$ cat config.mk
export PLATFORM = sky130hd
export DESIGN_NAME = uart_tx_cfg
export DESIGN_NICKNAME = d
export VERILOG_FILES = /design/src/rtl/uart_pkg.sv /design/src/rtl/uart_baud_gen.sv /design/src/rtl/uart_tx_cfg.sv
export SDC_FILE = /design/constraint.sdc
export NUM_CORES = 1
export LEC_CHECK = 0
export ABC_AREA = 1
export CAP_MARGIN = 25
export CORE_MARGIN = 2
export CORE_UTILIZATION = 40
export CTS_CLUSTER_SIZE = 25
export DETAILED_ROUTE_END_ITERATION = 10
export SETUP_SLACK_MARGIN = 0.1
export SYNTH_ARGS = -nofsm -noshare
export SYNTH_HDL_FRONTEND = slang
export SYNTH_SLANG_ARGS = --single-unit
$ cat constraint.sdc
create_clock -name clk -period 2.3 [get_ports clk]
set_clock_uncertainty 0.15 [all_clocks]
set_input_delay 0.46 -clock clk [delete_from_list [all_inputs] [get_ports clk]]
set_output_delay 0.46 -clock clk [all_outputs]
set_load 0.05 [all_outputs]
$ cat src/rtl/uart_pkg.sv
// uart_pkg
// Shared types and constants for the serial link UART blocks.
// Contents:
//   parity_t              - parity select encoding (11 is treated as none)
//   tx_state_t            - transmitter frame states
//   UART_BAUD_DIV_DEFAULT - clocks per bit for 50 MHz / 9600 baud
package uart_pkg;

  typedef enum logic [1:0] {
    PAR_NONE = 2'b00,
    PAR_EVEN = 2'b01,
    PAR_ODD  = 2'b10
  } parity_t;

  typedef enum logic [2:0] {
    IDLE,
    START,
    DATA,
    PARITY,
    STOP
  } tx_state_t;

  localparam int UART_BAUD_DIV_DEFAULT = 5208;

endpackage

$ cat src/rtl/uart_baud_gen.sv
// uart_baud_gen
// Bit-period timer shared by the UART transmitter and receiver. Counts
// 0..BAUD_DIV-1 while enabled and pulses bit_tick on the last count, so
// every bit period is exactly BAUD_DIV clocks with no drift.
// Ports:
//   clk      - system clock
//   rst_n    - asynchronous active-low reset
//   clr      - restart the count at 0 (start of a frame)
//   en       - count while high; held at 0 while low
//   bit_tick - one-cycle pulse when the count is BAUD_DIV-1
module uart_baud_gen
  import uart_pkg::*;
#(
  parameter int BAUD_DIV = UART_BAUD_DIV_DEFAULT
) (
  input  logic clk,
  input  logic rst_n,
  input  logic clr,
  input  logic en,
  output logic bit_tick
);

  localparam int CW = (BAUD_DIV > 1) ? $clog2(BAUD_DIV) : 1;
  localparam logic [CW-1:0] LAST_CNT = CW'(BAUD_DIV - 1);

  logic [CW-1:0] cnt_q;
  logic [CW-1:0] cnt_d;

  // Next count: clear has priority, then wrap at the end of a bit period.
  always_comb begin
    cnt_d = cnt_q;
    if (clr || !en) begin
      cnt_d = '0;
    end else if (cnt_q == LAST_CNT) begin
      cnt_d = '0;
    end else begin
      cnt_d = cnt_q + CW'(1);
    end
  end

  // Count register.
  always_ff @(posedge clk or negedge rst_n) begin
    if (!rst_n) begin
      cnt_q <= '0;
    end else begin
      cnt_q <= cnt_d;
    end
  end

  assign bit_tick = en && !clr && (cnt_q == LAST_CNT);

endmodule

$ cat src/rtl/uart_tx_cfg.sv
// uart_tx_cfg
// Runtime-configurable UART transmitter: LSB-first data, optional even/odd
// parity and one or two stop bits chosen per frame. Frame settings are
// captured on the accepting edge so later input changes cannot disturb the
// frame in flight.
// Ports:
//   clk      - system clock
//   rst_n    - asynchronous active-low reset (forces TX high immediately)
//   trmt     - transmit request, only honoured in IDLE
//   tx_data  - word to send
//   par_mode - 00 none, 01 even, 10 odd, 11 none
//   two_stop - 1 selects two stop bits
//   TX       - registered serial line, idles high
//   tx_done  - set at frame end, held until the next accepted request
//   busy     - high while a frame is being sent
module uart_tx_cfg
  import uart_pkg::*;
#(
  parameter int DATA_W   = 8,
  parameter int BAUD_DIV = UART_BAUD_DIV_DEFAULT
) (
  input  logic              clk,
  input  logic              rst_n,
  input  logic              trmt,
  input  logic [DATA_W-1:0] tx_data,
  input  logic [1:0]        par_mode,
  input  logic              two_stop,
  output logic              TX,
  output logic              tx_done,
  output logic              busy
);

  localparam int BCW = $clog2(DATA_W + 1);
  localparam logic [BCW-1:0] LAST_BIT = BCW'(DATA_W - 1);

  tx_state_t         state_q,   state_d;
  logic [DATA_W-1:0] shift_q,   shift_d;
  logic [BCW-1:0]    bitCnt_q,  bitCnt_d;
  logic              stopCnt_q, stopCnt_d;
  logic              parEn_q,   parEn_d;
  logic              parBit_q,  parBit_d;
  logic              twoStop_q, twoStop_d;
  logic              tx_q,      tx_d;
  logic              done_q,    done_d;
  logic              busy_q,    busy_d;

  logic              baudClr;
  logic              bitTick;
  logic [DATA_W-1:0] shiftNext;

  // Bit-period timer runs only while a frame is in progress.
  uart_baud_gen #(
    .BAUD_DIV(BAUD_DIV)
  ) u_baud (
    .clk     (clk),
    .rst_n   (rst_n),
    .clr     (baudClr),
    .en      (state_q != IDLE),
    .bit_tick(bitTick)
  );

  // Next-state and next-output logic. TX is computed one step ahead so the
  // line value changes on the same edge as the state it belongs to.
  always_comb begin
    state_d   = state_q;
    shift_d   = shift_q;
    bitCnt_d  = bitCnt_q;
    stopCnt_d = stopCnt_q;
    parEn_d   = parEn_q;
    parBit_d  = parBit_q;
    twoStop_d = twoStop_q;
    tx_d      = tx_q;
    done_d    = done_q;
    busy_d    = busy_q;
    baudClr   = 1'b0;
    shiftNext = shift_q >> 1;

    case (state_q)
      IDLE: begin
        if (trmt) begin
          state_d   = START;
          shift_d   = tx_data;
          parEn_d   = (par_mode == PAR_EVEN) || (par_mode == PAR_ODD);
          // Parity is fixed from the latched word, so compute it once here.
          parBit_d  = (par_mode == PAR_ODD) ? ~(^tx_data) : ^tx_data;
          twoStop_d = two_stop;
          bitCnt_d  = '0;
          stopCnt_d = 1'b0;
          tx_d      = 1'b0;
          done_d    = 1'b0;
          busy_d    = 1'b1;
          baudClr   = 1'b1;
        end
      end

      START: begin
        if (bitTick) begin
          state_d = DATA;
          tx_d    = shift_q[0];
        end
      end

      DATA: begin
        if (bitTick) begin
          shift_d  = shiftNext;
          bitCnt_d = bitCnt_q + BCW'(1);
          if (bitCnt_q == LAST_BIT) begin
            if (parEn_q) begin
              state_d = PARITY;
              tx_d    = parBit_q;
            end else begin
              state_d = STOP;
              tx_d    = 1'b1;
            end
          end else begin
            tx_d = shiftNext[0];
          end
        end
      end

      PARITY: begin
        if (bitTick) begin
          state_d = STOP;
          tx_d    = 1'b1;
        end
      end

      STOP: begin
        if (bitTick) begin
          if (twoStop_q && !stopCnt_q) begin
            stopCnt_d = 1'b1;
          end else begin
            state_d = IDLE;
            tx_d    = 1'b1;
            done_d  = 1'b1;
            busy_d  = 1'b0;
          end
        end
      end

      default: begin
        state_d = IDLE;
        tx_d    = 1'b1;
        busy_d  = 1'b0;
      end
    endcase
  end

  // State and datapath registers; reset aborts any frame and idles the line.
  always_ff @(posedge clk or negedge rst_n) begin
    if (!rst_n) begin
      state_q   <= IDLE;
      shift_q   <= '0;
      bitCnt_q  <= '0;
      stopCnt_q <= 1'b0;
      parEn_q   <= 1'b0;
      parBit_q  <= 1'b0;
      twoStop_q <= 1'b0;
      tx_q      <= 1'b1;
      done_q    <= 1'b0;
      busy_q    <= 1'b0;
    end else begin
      state_q   <= state_d;
      shift_q   <= shift_d;
      bitCnt_q  <= bitCnt_d;
      stopCnt_q <= stopCnt_d;
      parEn_q   <= parEn_d;
      parBit_q  <= parBit_d;
      twoStop_q <= twoStop_d;
      tx_q      <= tx_d;
      done_q    <= done_d;
      busy_q    <= busy_d;
    end
  end

  assign TX      = tx_q;
  assign tx_done = done_q;
  assign busy    = busy_q;

endmodule

=== Word-level counts from Yosys, hierarchy flattened ===
Cells that the tools add are included.

* Register bits: 35
* Input port bits: 14
* Output and inout port bits: 3

* Add/sub/neg operators: 2
* Eq/ne operators: 16
* Mux-type cells: 37
* Bitwise operators: 2
* Reduce and logical (&&, ||, !) cells: 21

{| class="wikitable"
|+ Operators by type and width
! cell !! count
|-
| 13-bit two-way mux || 2
|-
| 3-bit two-way mux || 8
|-
| 1-bit two-way mux || 16
|-
| 8-bit two-way mux || 2
|-
| 2-bit != test (second input constant) || 8
|-
| 8-bit case mux with 2 select lines || 1
|-
| 3-bit case mux with 5 select lines || 1
|-
| 13-bit by 1-bit adder with 13-bit output (second input constant) || 1
|-
| 13-bit == test (second input constant) || 1
|-
| 4-bit AND reduction || 3
|-
| 4-bit two-way mux || 2
|-
| 4-bit case mux with 2 select lines || 1
|-
| 8-bit parity || 1
|-
| 7-bit AND reduction || 1
|-
| 3-bit by 2-bit == test with 1-bit output (second input constant) || 2
|-
| 6-bit AND reduction || 1
|-
| 1-bit case mux with 5 select lines || 1
|-
| 4-bit by 1-bit adder with 4-bit output (second input constant) || 1
|-
| 4-bit by 3-bit == test with 1-bit output (second input constant) || 1
|-
| 1-bit case mux with 2 select lines || 2
|-
| 2-bit nonzero test || 2
|-
| 3-bit by 1-bit == test with 1-bit output (second input constant) || 1
|-
| 3-bit == test (second input constant) || 1
|-
| 1-bit logical AND || 3
|-
| 11 further kinds || 15
|}

=== Depth between registers and ports, before layout ===
* Depth after elaboration: 7
* Mapped depth: 10
* Mapped depth without buffers: 10

=== By module ===
A second synthesis with hierarchy kept.

* Cells, all modules: 276
* Area, all modules: 2105.8 um2

{| class="wikitable"
|+ Modules (own cells, without submodules)
! module !! instances !! cells each !! area each (um2) !! sequential area each (um2)
|-
| uart_tx_cfg || 1 || 180 || 1357.6 || 551.8
|-
| uart_baud_gen || 1 || 96 || 748.2 || 325.3
|}

=== Worst setup path after synthesis ===
OpenSTA, ideal clock, no wires.

* Kind: register to register
* Start: register u_baud.cnt_q[0]
* End: register bitCnt_q[0]
* Setup time: 0.095 ns
* Arrival time: 1.326 ns
* Data required time: 2.055 ns
* Slack: 0.728 ns
* Stages on the path, launching flop included: 10
* Path buffers: 1
* Clock period less this slack: 1.572 ns
* Cell sequence: dfrtp_1 ha_1 nand2_1 nor2_1 nand3_1 nor2_2 nor2_4 buf_6 nand2_1 o31ai_1

* Word-level cells in the longest chain between the ends: 4

{| class="wikitable"
|+ Ends and longest elaborated chain
! what !! line !! text
|-
| start, declared || uart_baud_gen.sv:26 || <nowiki>logic [CW-1:0] cnt_q;</nowiki>
|-
| start signal, assigned || uart_baud_gen.sv:46 || <nowiki>cnt_q <= cnt_d;</nowiki>
|-
| 13-bit == test || uart_baud_gen.sv:50 || <nowiki>assign bit_tick = en && !clr && (cnt_q == LAST_CNT);</nowiki>
|-
| 1-bit logical AND || uart_baud_gen.sv:50 ||
|-
| 2-bit != test (no line) || n/a ||
|-
| 3-bit AND reduction (no line) || n/a ||
|-
| end signal, assigned || uart_tx_cfg.sv:165 || <nowiki>bitCnt_q <= bitCnt_d;</nowiki>
|-
| end, declared || uart_tx_cfg.sv:38 || <nowiki>logic [BCW-1:0] bitCnt_q, bitCnt_d;</nowiki>
|}

No other way between the ends.
A chain may end at the register's enable or synchronous reset.

=== Final worst setup path ===
* Start: register busy_q, in the netlist busy
* End: output busy

{| class="wikitable"
|+ RTL lines
! what !! line !! text
|-
| start, declared || uart_tx_cfg.sv:45 || <nowiki>logic busy_q, busy_d;</nowiki>
|-
| start signal, assigned || uart_tx_cfg.sv:172 || <nowiki>busy_q <= busy_d;</nowiki>
|-
| end, declared || uart_tx_cfg.sv:30 || <nowiki>output logic busy</nowiki>
|}

No word-level cell between the ends.

==> results.toml <==
[power]
power_leakage_nw = 1.187
powerDensity_nw_per_um2 = 588.1
finalPower_mw = 1.400
peakVddDrop_mv = 0.3015

[die]
ios = 17
die_height_um = 74.83
fp.dieArea_um2 = 5600
rows = 25
fp.coreArea_um2 = 4786
start_util = 0.4193
die_x_um = 74.83

[global_route]
met2_usage = 0.2437
busiest_layer = "met1"
grt-ovfl-total = 0
grt_use_met3 = 0.05756
grt_pass1_vias = 1634
grt_pass1_wl_um = 7507
grt_util_met1 = 0.2631
grt_max_degree = 36
antenna_found_initial = 0
grt_usage = 0.1769

[finish]
finish.net_count = 309
multi_input_comb_area_um2 = 979.7
ff_latch_area_um2 = 877.1
fill_cells = 495
drive_above_1_share = 0.08191
final_cell_mix = "nand2_1 (83), dfrtp_1 (34), inv_1 (31)"
area_growth_pct = 18.64
final_common_cell = "nand2_1"
diodes = 0

[synth]
synth.top_cells.by_area = "dfrtp_1 (42%), nand2_1 (16%), inv_1 (5.8%), nor2_1 (4.7%), o21ai_0 (4.0%)"
netlist_area_um2 = 2007
yosys_warnings = 0
syn_nets = 286
syn_inst = 269
syn_area_per_cell_um2 = 7.461
synth.yosys.seq_area_share = 0.4370
synth.top_cell.area_share = 0.4239
synth.distinct_cells = 28
synth-seq-cells = 35
yosys.area.top_type = "dfrtp_1"

[detailed_routing]
antenna_left = 0
drt-total-wl_um = 3997
drt-initial-drc-count = 127
drc_errors = 0
drtPass1Iterations = 4
num_vias = 1699
vias_per_cell = 4.719
post_drt_wl_per_cell_um = 11.10

[place]
pre_cts_ws_ns = 0.3251
gp_congestion = 0.8352
dp.final_hpwl_um = 2979
port_buffers = 16

[setup_path]
cp.required_ns = 1.69
startpoint = "busy"
cp_max_fo = 2
cpPeakStageDelay_ns = 0.80
path_cells = "clkdlybuf4s50_1"
worst_r2r_endpoint = "bitCnt_q[3]"
regToRegStartpoint = "u_baud.cnt_q[0]"
critical_path_depth = 1
slowest_stage = "clkdlybuf4s50_1"
critPathKind = "flop to output port"
r2r_cells = 9
start_kind = "flop"
rrSetupSlack_ns = 0.42
crit_end = "busy"
cp.arrival_ns = 1.43
critPathBufInv = 1
critPathTopFamily = "buffers and inverters"
end_kind = "output port"

[clock_network]
cts_buffer_depth = 2
cts_buffers = 5
cts_tree = "yes"
clkTransAtPathRegs_ns = 0.07
htree_levels = 2
clk_latency_ns = 0.29
root_buffer = "clkbuf_8"
clock-sinks = 35

[timing]
setup_viol = 0
post-route-period-util = 0.8874
finalMaxSlewViolations = 0
max_freq_mhz = 490.0
fin_crit_ns = 2.041
relSlewSlack = 0.6720
rsz0062_at_grt = "no"
hold_viol = 0
fin_setup_tns_ns = 0
setup_slack_ns = 0.2590
max_slew.worst_pin.slew_ns = 0.4904

[outcome]
status = "completed"

[worst_hold_path]
hold_path_class = "flop to flop"
hp-start = "u_baud.cnt_q[0]"

[flow_run]
maxCapViolCount = 0
==> layer usage <==
layer | vias up | part of all wire
li1 | 904 | -
met1 | 766 | 0.54
met2 | 25 | 0.42
met3 | 4 | 0.037
met4 | 0 | 0.0090
met5 | - | 0
==> Yosys cell counts <==
cell type,count
a21oi_1,11
buf_2,1
buf_6,1
dfrtp_1,34
dfstp_2,1
ha_1,3
inv_1,31
inv_2,3
inv_4,1
mux2i_1,4
nand2_1,83
nand2_2,2
nand3_1,15
nand3b_1,1
nand4_1,5
nor2_1,25
nor2_2,4
nor2_4,2
nor2_8,1
nor3_1,7
nor3b_1,1
o21ai_0,16
o21ai_1,5
o21bai_1,1
o31ai_1,1
or2_2,1
xnor2_1,2
xor2_1,7
==> kinds of logic (layout without fill, tap and decap cells) <==
logic type,after synthesis,count (layout),synth area share
simple gates,147,147,0.3229
buf+inv,37,61,0.07481
flops,35,35,0.4370
compound gates,34,34,0.08728
xor+xnor,9,9,0.03928
mux,4,4,0.01995
fa+ha+maj,3,3,0.01871
==> worst min path at each step <==
stage / end / slack, ns / cells after the start
floorplan: bitCnt_q[0] / 0.01 / 0
global placement: u_baud.cnt_q[0] / 0.29 / 1
detailed placement: u_baud.cnt_q[0] / 0.30 / 1
CTS: u_baud.cnt_q[0] / 0.31 / 1
global route: TX / 0.35 / 2
finish: u_baud.cnt_q[0] / 0.31 / 1
==> through the flow <==
stage	instance area (um2)	util	hold slack, ns	cells
after floorplan	2007	-	0.01441	269
after CTS	2381	0.4975	0.3073	360
final	2381	0.4975	0.3096	360
after detailed placement	2250	0.4701	0.2980	352
after global routing	2381	0.4975	0.3485	360
after global placement	2250	0.4701	0.2936	352
==> registers in the layout, indices dropped and copies added, names as in the netlist, 3 cells and up <==
name and flops:
state_q 3, u_baud.cnt_q 13, shift_q 8, bitCnt_q 4
==> report_power, final <==
group / leakage (nW) / switching (mW) / internal, mW
registers: 0.433 / 0.00773 / 0.629
logic: 0.688 / 0.0553 / 0.0465
clock network: 0.0654 / 0.228 / 0.433
==> final cells by class <==
| class | count | share of cell area |
|---|---|---|
| clock buffers | 6 | 0.03048 |
| flip-flops and latches | 35 | 0.3684 |
| repair buffers | 18 | 0.07304 |
| clock inverters | 2 | 0.02522 |
| well taps | 67 | 0.03521 |
| inverters | 35 | 0.05623 |
| multi-input cells | 197 | 0.4115 |
==> timing repair <==
item,4_1_cts,5_1_grt
setup endpoints to repair,1,0
hold buffers,0,0
resized for setup,1,0
setup buffers,0,0
Power figures use the tool's default switching activity.
